==> src/rtl/ddram_burst_responder.sv <==
// Slave end of the 64-bit DDRAM burst bus: splits read/write bursts into single-beat
// accesses on an in-order pipelined MEM port and returns read beats in address order.
module ddram_burst_responder #(
  parameter int ADDRBITS        = 24,
  parameter int MAX_OUTSTANDING = 8
) (
  input  logic              CLK,
  input  logic              RESET,
  input  logic [ADDRBITS:0] DDRAM_ADDR,
  input  logic [63:0]       DDRAM_DIN,
  input  logic [7:0]        DDRAM_BE,
  input  logic [7:0]        DDRAM_BURSTCNT,
  input  logic              DDRAM_RD,
  input  logic              DDRAM_WE,
  output logic              DDRAM_BUSY,
  output logic [63:0]       DDRAM_DOUT,
  output logic              DDRAM_DOUT_READY,
  output logic [ADDRBITS:0] MEM_ADDR,
  output logic              MEM_RD,
  output logic              MEM_WE,
  output logic [63:0]       MEM_DIN,
  output logic [7:0]        MEM_BE,
  input  logic              MEM_WAIT,
  input  logic [63:0]       MEM_DOUT,
  input  logic              MEM_DOUT_VALID,
  output logic              PROTO_ERR
);
  localparam int AW  = ADDRBITS + 1;
  localparam int DRW = $clog2(MAX_OUTSTANDING) + 1;
  localparam logic [7:0]     MAX_OUT    = 8'(MAX_OUTSTANDING);
  localparam logic [DRW-1:0] DRAIN_INIT = DRW'(MAX_OUTSTANDING);

  typedef enum logic [1:0] {S_IDLE, S_RD, S_WR} state_t;
  state_t r_state, w_next;

  logic [AW-1:0]  r_start, r_waddr;
  logic [7:0]     r_n, r_issued, r_recvd, r_beats_left;
  logic           r_wbuf_full;
  logic [63:0]    r_wdata;
  logic [7:0]     r_wbe;
  logic [63:0]    r_dout;
  logic           r_dout_ready, r_proto_err;
  logic [DRW-1:0] r_drain;

  logic [7:0] w_n, w_outstanding;
  logic       w_rd_acc, w_we_acc_idle, w_wr_wait, w_we_acc_wr, w_rd_abort;
  logic       w_rd_take, w_wr_take, w_ret, w_last;

  assign w_n           = (DDRAM_BURSTCNT == 8'd0) ? 8'd1 : DDRAM_BURSTCNT;
  assign w_outstanding = r_issued - r_recvd;
  assign w_rd_acc      = (r_state == S_IDLE) && DDRAM_RD;
  assign w_we_acc_idle = (r_state == S_IDLE) && DDRAM_WE && !DDRAM_RD;
  // Write buffer drained but burst incomplete: bus is open for the next WE beat only
  assign w_wr_wait     = (r_state == S_WR) && !r_wbuf_full && (r_beats_left != 8'd0);
  assign w_we_acc_wr   = w_wr_wait && DDRAM_WE && !DDRAM_RD;
  assign w_rd_abort    = w_wr_wait && DDRAM_RD;
  assign w_rd_take     = MEM_RD && !MEM_WAIT;
  assign w_wr_take     = MEM_WE && !MEM_WAIT;
  assign w_ret         = (r_state == S_RD) && MEM_DOUT_VALID;
  assign w_last        = w_ret && ((r_recvd + 8'd1) == r_n);

  assign DDRAM_DOUT       = r_dout;
  assign DDRAM_DOUT_READY = r_dout_ready;
  assign MEM_DIN          = r_wdata;
  assign MEM_BE           = r_wbe;
  assign PROTO_ERR        = r_proto_err;

  always_ff @(posedge CLK) begin
    if (RESET) r_state <= S_IDLE;
    else       r_state <= w_next;
  end

  always_comb begin
    w_next = r_state;
    case (r_state)
      S_IDLE: begin
        if (DDRAM_RD)      w_next = S_RD;
        else if (DDRAM_WE) w_next = S_WR;
      end
      S_RD: if (w_last) w_next = S_IDLE;
      S_WR: begin
        if (w_rd_abort || (r_beats_left == 8'd0 && (!r_wbuf_full || w_wr_take)))
          w_next = S_IDLE;
      end
      default: w_next = S_IDLE;
    endcase
  end

  // Strobes are gated by RESET so an abort stops MEM traffic in the reset cycle itself
  always_comb begin
    DDRAM_BUSY = RESET;
    MEM_RD     = 1'b0;
    MEM_WE     = 1'b0;
    MEM_ADDR   = '0;
    case (r_state)
      S_RD: begin
        DDRAM_BUSY = 1'b1;
        MEM_RD     = !RESET && (r_issued < r_n) && (w_outstanding < MAX_OUT);
        MEM_ADDR   = r_start + AW'(r_issued);
      end
      S_WR: begin
        if (r_wbuf_full) DDRAM_BUSY = 1'b1;
        MEM_WE   = !RESET && r_wbuf_full;
        MEM_ADDR = r_waddr;
      end
      default: ;
    endcase
  end

  always_ff @(posedge CLK) begin
    if (RESET) begin
      r_n          <= '0;
      r_issued     <= '0;
      r_recvd      <= '0;
      r_beats_left <= '0;
      r_wbuf_full  <= 1'b0;
      r_dout       <= '0;
      r_dout_ready <= 1'b0;
      r_proto_err  <= 1'b0;
      r_drain      <= DRAIN_INIT;
    end else begin
      r_dout_ready <= 1'b0;
      if (w_rd_acc) begin
        r_n      <= w_n;
        r_issued <= '0;
        r_recvd  <= '0;
        if (DDRAM_WE) r_proto_err <= 1'b1;
      end
      if (w_we_acc_idle) begin
        r_wbuf_full  <= 1'b1;
        r_beats_left <= w_n - 8'd1;
      end
      if (r_state == S_RD) begin
        if (w_rd_take) r_issued <= r_issued + 8'd1;
        if (w_ret) begin
          r_recvd      <= r_recvd + 8'd1;
          r_dout       <= MEM_DOUT;
          r_dout_ready <= 1'b1;
        end
      end
      if (r_state == S_WR) begin
        if (w_wr_take) r_wbuf_full <= 1'b0;
        if (w_we_acc_wr) begin
          r_wbuf_full  <= 1'b1;
          r_beats_left <= r_beats_left - 8'd1;
        end
        if (w_rd_abort) begin
          r_proto_err  <= 1'b1;
          r_beats_left <= '0;
        end
      end
      // Returns outside a read burst: the first few after reset belong to an aborted burst
      if (MEM_DOUT_VALID && r_state != S_RD) begin
        if (r_drain != '0) r_drain <= r_drain - 1'b1;
        else               r_proto_err <= 1'b1;
      end
    end
  end

  always_ff @(posedge CLK) begin
    if (w_rd_acc) r_start <= DDRAM_ADDR;
    if (w_we_acc_idle) begin
      r_waddr <= DDRAM_ADDR;
      r_wdata <= DDRAM_DIN;
      r_wbe   <= DDRAM_BE;
    end else if (w_we_acc_wr) begin
      r_waddr <= r_waddr + 1'b1;
      r_wdata <= DDRAM_DIN;
      r_wbe   <= DDRAM_BE;
    end
  end
endmodule

==> config.mk <==
export PLATFORM = sky130hd
export DESIGN_NAME = ddram_burst_responder
export DESIGN_NICKNAME = d
export VERILOG_FILES = /design/src/rtl/ddram_burst_responder.sv
export SDC_FILE = /design/constraint.sdc
export NUM_CORES = 1
export LEC_CHECK = 0
export CAP_MARGIN = 30
export CORE_MARGIN = 8
export CORE_UTILIZATION = 42
export CTS_CLUSTER_DIAMETER = 150
export DETAILED_ROUTE_END_ITERATION = 10
export GPL_TIMING_DRIVEN = 1
export PLACE_DENSITY = 0.85
export SLEW_MARGIN = 0
export SYNTH_ARGS = -nofsm -noshare
export SYNTH_HDL_FRONTEND = slang
export SYNTH_SLANG_ARGS = --single-unit
==> constraint.sdc <==
create_clock -name CLK -period 4.4 [get_ports CLK]
set_clock_uncertainty 0.2 [all_clocks]
set_input_delay 1.1 -clock CLK [delete_from_list [all_inputs] [get_ports CLK]]
set_output_delay 1.1 -clock CLK [all_outputs]
set_load 0.01 [all_outputs]
==> flow_summary.yaml <==
run_status:
  status: "finished with violations"
  violations: "setup timing"
route:
  drt_iter0_markers: 665
  post-route-drc-count: 0
  via_per_inst: 5.253
  wl_per_cell_um: 19.19
  first_pass_iters: 7
  wl_um: 33120
  routed-via-count: 9067
  antenna_violating_nets_post_route: 0
global_route:
  grt_antenna_before_repair: 3
  wire_length_of_the_first_global_routing_pass_um: 49980
  grt.total_usage_pct: 21.24
  grt_pass1_vias: 9374
  global_route.overflow_total: 0
  maximum_number_of_pins_on_one_net_before_global_route_repair: 88
timing:
  relSlewSlack_pct: 37.77
  hold_violations: 0
  min_period_ns: 4.424
  fin_worst_hold_slack_ns: 0.2523
  timing.fmax_mhz: 226.0
  tightest_slew_ns: 0.9335
  final_min_period_over_clock_period_pct: 100.6
  worst_slack_ns: -0.02437
  maxSlewViolCount: 0
  setup_viol: 1
  setup_repair_after_global_routing_missed_its_margin: "true"
  fin_setup_tns_ns: -0.02437
yosys:
  netlist.top_cell.by_area: "sky130_fd_sc_hd__edfxtp_1"
  seq_area_frac_synth_pct: 56.53
  postSynthRegisterBits: 227
  synth_ff_type: "sky130_fd_sc_hd__edfxtp_1"
  mappedNetlistNets: 1233
  synthArstFlopShare_pct: 0
  synth-edff-count: 122
  synth_warnings: 0
  synthCells: 1026
  avgSynthCellArea_um2: 9.940
  post-synth-top-count-cell: "sky130_fd_sc_hd__nand2_1"
  ys_top_cells_by_area: "sky130_fd_sc_hd__edfxtp_1 (36%), sky130_fd_sc_hd__dfxtp_1 (21%), sky130_fd_sc_hd__nand2_1 (8.3%)"
  synth_commonest_cells: "sky130_fd_sc_hd__nand2_1 (225), sky130_fd_sc_hd__edfxtp_1 (122), sky130_fd_sc_hd__a21oi_1 (109)"
  synth_area_um2: 10200
  synth.distinct_cells: 56
  synth_top_cell_area_share_pct: 35.92
clock_network:
  cts_tree: "built"
  cts.sinks: 227
  clk_root_buffer_cell: "sky130_fd_sc_hd__clkbuf_16"
  clock_latency_reported_for_the_late_side_of_the_worst_skew_pair_ns: 0.51
  cts_max_path_buffers: 3
  cts-htree-levels: 1
  count_of_hold_buffers_inserted_by_post_cts_repair: 0
  cts-buffers-inserted: 26
  clkTransAtPathRegs_ns: 0.06
setup_path:
  worst_ep_arrival_time_ns: 3.12
  setup.worst_path.class: "reg2out"
  cpPeakStageDelay_ns: 0.42
  ff2ff_path_depth: 9
  setup.worst_path.start: "r_start[1]"
  crit_path_cell_trace: "buf_6 -> fa_2 -> a21o_1 -> a21oi_2 -> o21bai_2 -> a2111oi_4 -> buf_4 -> buf_6 -> nor4b_2 -> xnor2_1 -> o21ai_1 -> buf_2"
  critPathLaunchType: "register"
  type_of_destination_of_the_critical_path: "output pin"
  required_time_of_the_critical_path_ns: 3.10
  critPathMostFrequentCell: "sky130_fd_sc_hd__buf_6"
  largest_fanout_on_the_critical_path: 5
  worst_path_max_delay_cell: "sky130_fd_sc_hd__edfxtp_1"
  reg2reg_from: "r_issued[2]"
place:
  place_area_um2: 14050
  dp_hpwl_um: 24560
  place_congestion: 0.9007
  preCtsSetupSlack_ns: -0.1131
  portBuffers: 340
min_path:
  worst_hold_path_depth: 2
  hp-start: "DDRAM_DOUT[37]"
  worst_hold_path_type: "reg2reg"
cells_and_area:
  drive_above_1_share_pct: 8.578
  nNetsFinal: 1586
  flow.area_growth_from_synthesis_pct: 47.61
  final_area_um2: 15050
  finalCoreUtilization_pct: 62.45
floorplan:
  core_um2: 24110
  die_area_um2: 29520
  fp.dieH_um: 171.8
  start_util_pct: 42.31
  num_ports: 341
  die-width_um: 171.8
  row_count: 57
pwr:
  seq_power_share_pct: 42.7
  power-per-cell-area_nw_per_um2: 421.2
  static_leak_nw: 5.365
  power_switching_share_pct: 28.44
  power.share.clock_pct: 34.0
  power.switching_mw: 1.803
  power_report.internal_total_mw: 4.538
  comb_power_share_pct: 23.3
  vdd_drop_max_uv: 270.0
run:
  cap_viol_max_count: 0
==> cells by family after synthesis <==
family          Yosys count  share of synthesized area [%]
fa+ha+maj                33                          4.098
xor+xnor                 70                          6.012
buf+inv                  80                          2.957
flops                   227                          56.53
mux                       5                         0.5153
compound gates          218                          12.56
simple gates            393                          17.32
==> sequential cells by signal, indices dropped and copies added, names as in the netlist <==
signal,count
DDRAM_DOUT_READY,1
r_state,2
MEM_DIN,64
DDRAM_DOUT,64
r_beats_left,8
r_wbuf_full,1
MEM_BE,8
r_recvd,8
r_drain,4
r_issued,8
r_start,25
r_n,8
PROTO_ERR,1
r_waddr,25
==> stage by stage <==
stage	cells	total power, mW
final	1726	6.341
after detailed placement	1667	4.211
after CTS	1720	6.364
after global routing	1726	6.604
after global placement	1666	4.161
after floorplan	1026	3.453
==> repair_timing <==
item,in CTS,in global routing
resized for setup,53,39
setup endpoints to repair,20,13
setup buffers,5,4
pin swaps,2,14
cloned,0,0
==> power by group through the flow <==
stage	Combinational (mW)	Sequential, mW	Clock (mW)
after floorplan	0.672	2.78	0
after global placement	1.43	2.73	0
after detailed placement	1.47	2.74	0
after CTS	1.47	2.70	2.20
after global routing	1.60	2.73	2.28
final	1.48	2.71	2.16
==> critical path, delay by kind of cell (launching register included) <==
kind                       cells  cell delay [ns]
AOI/OAI and AO/OA              5             0.98
and+or+nand+nor                1             0.05
buffers and inverters          4             0.64
DFF                            1             0.42
xor gates and xnor gates       1             0.12
adders and majority gates      1             0.40
==> layout by cell type (no fill, tap or decap), types with 8 or more instances in the layout <==
cell and n:
sky130_fd_sc_hd__nor2_1 44, sky130_fd_sc_hd__clkdlybuf4s50_1 320, sky130_fd_sc_hd__a22oi_1 9, sky130_fd_sc_hd__ha_1 28
sky130_fd_sc_hd__nand2_1 223, sky130_fd_sc_hd__edfxtp_1 122, sky130_fd_sc_hd__o21ai_1 10, sky130_fd_sc_hd__inv_1 34
sky130_fd_sc_hd__xor2_1 33, sky130_fd_sc_hd__clkbuf_16 27, sky130_fd_sc_hd__buf_4 25, sky130_fd_sc_hd__o21ai_0 42
sky130_fd_sc_hd__xnor2_1 37, sky130_fd_sc_hd__nand4_1 14, sky130_fd_sc_hd__a21oi_1 108, sky130_fd_sc_hd__nor2b_1 15
sky130_fd_sc_hd__nor3_1 13, sky130_fd_sc_hd__buf_2 8, sky130_fd_sc_hd__nand3_1 29, sky130_fd_sc_hd__dfxtp_1 99
sky130_fd_sc_hd__and3_1 12
==> layer usage <==
metal | share of wire, % | global-route usage, % | vias up | routed length, um
met5 | 0 | 0 | - | 0
met4 | 4.0 | 9.370 | 0 | 1334
met3 | 8.3 | 5.784 | 90 | 2736
met2 | 52 | 37.72 | 408 | 17130
met1 | 36 | 23.48 | 4275 | 11920
li1 | - | - | 4294 | -
==> area by class of cell <==
| cell class | count | area (um2) |
|---|---|---|
| fillers | 1976 | 9051 |
| flip-flops and latches | 227 | 5773 |
| multi-input cells | 719 | 4263 |
| repair buffers | 371 | 3625 |
| clock buffers | 31 | 690.7 |
| well taps | 324 | 405.4 |
| clock inverters | 17 | 162.7 |
| inverters | 34 | 127.6 |
| diodes | 3 | 7.507 |
==> final timing paths <==
| check | to | slack [ns] |
|---|---|---|
| setup / recovery | MEM_ADDR[24] | -0.02 |
| hold / removal | DDRAM_DOUT[37] | 0.25 |
| setup reg to reg | r_issued[1] | 1.22 |
| hold reg to reg | DDRAM_DOUT[37] | 0.25 |
Power figures use the tool's default switching activity.
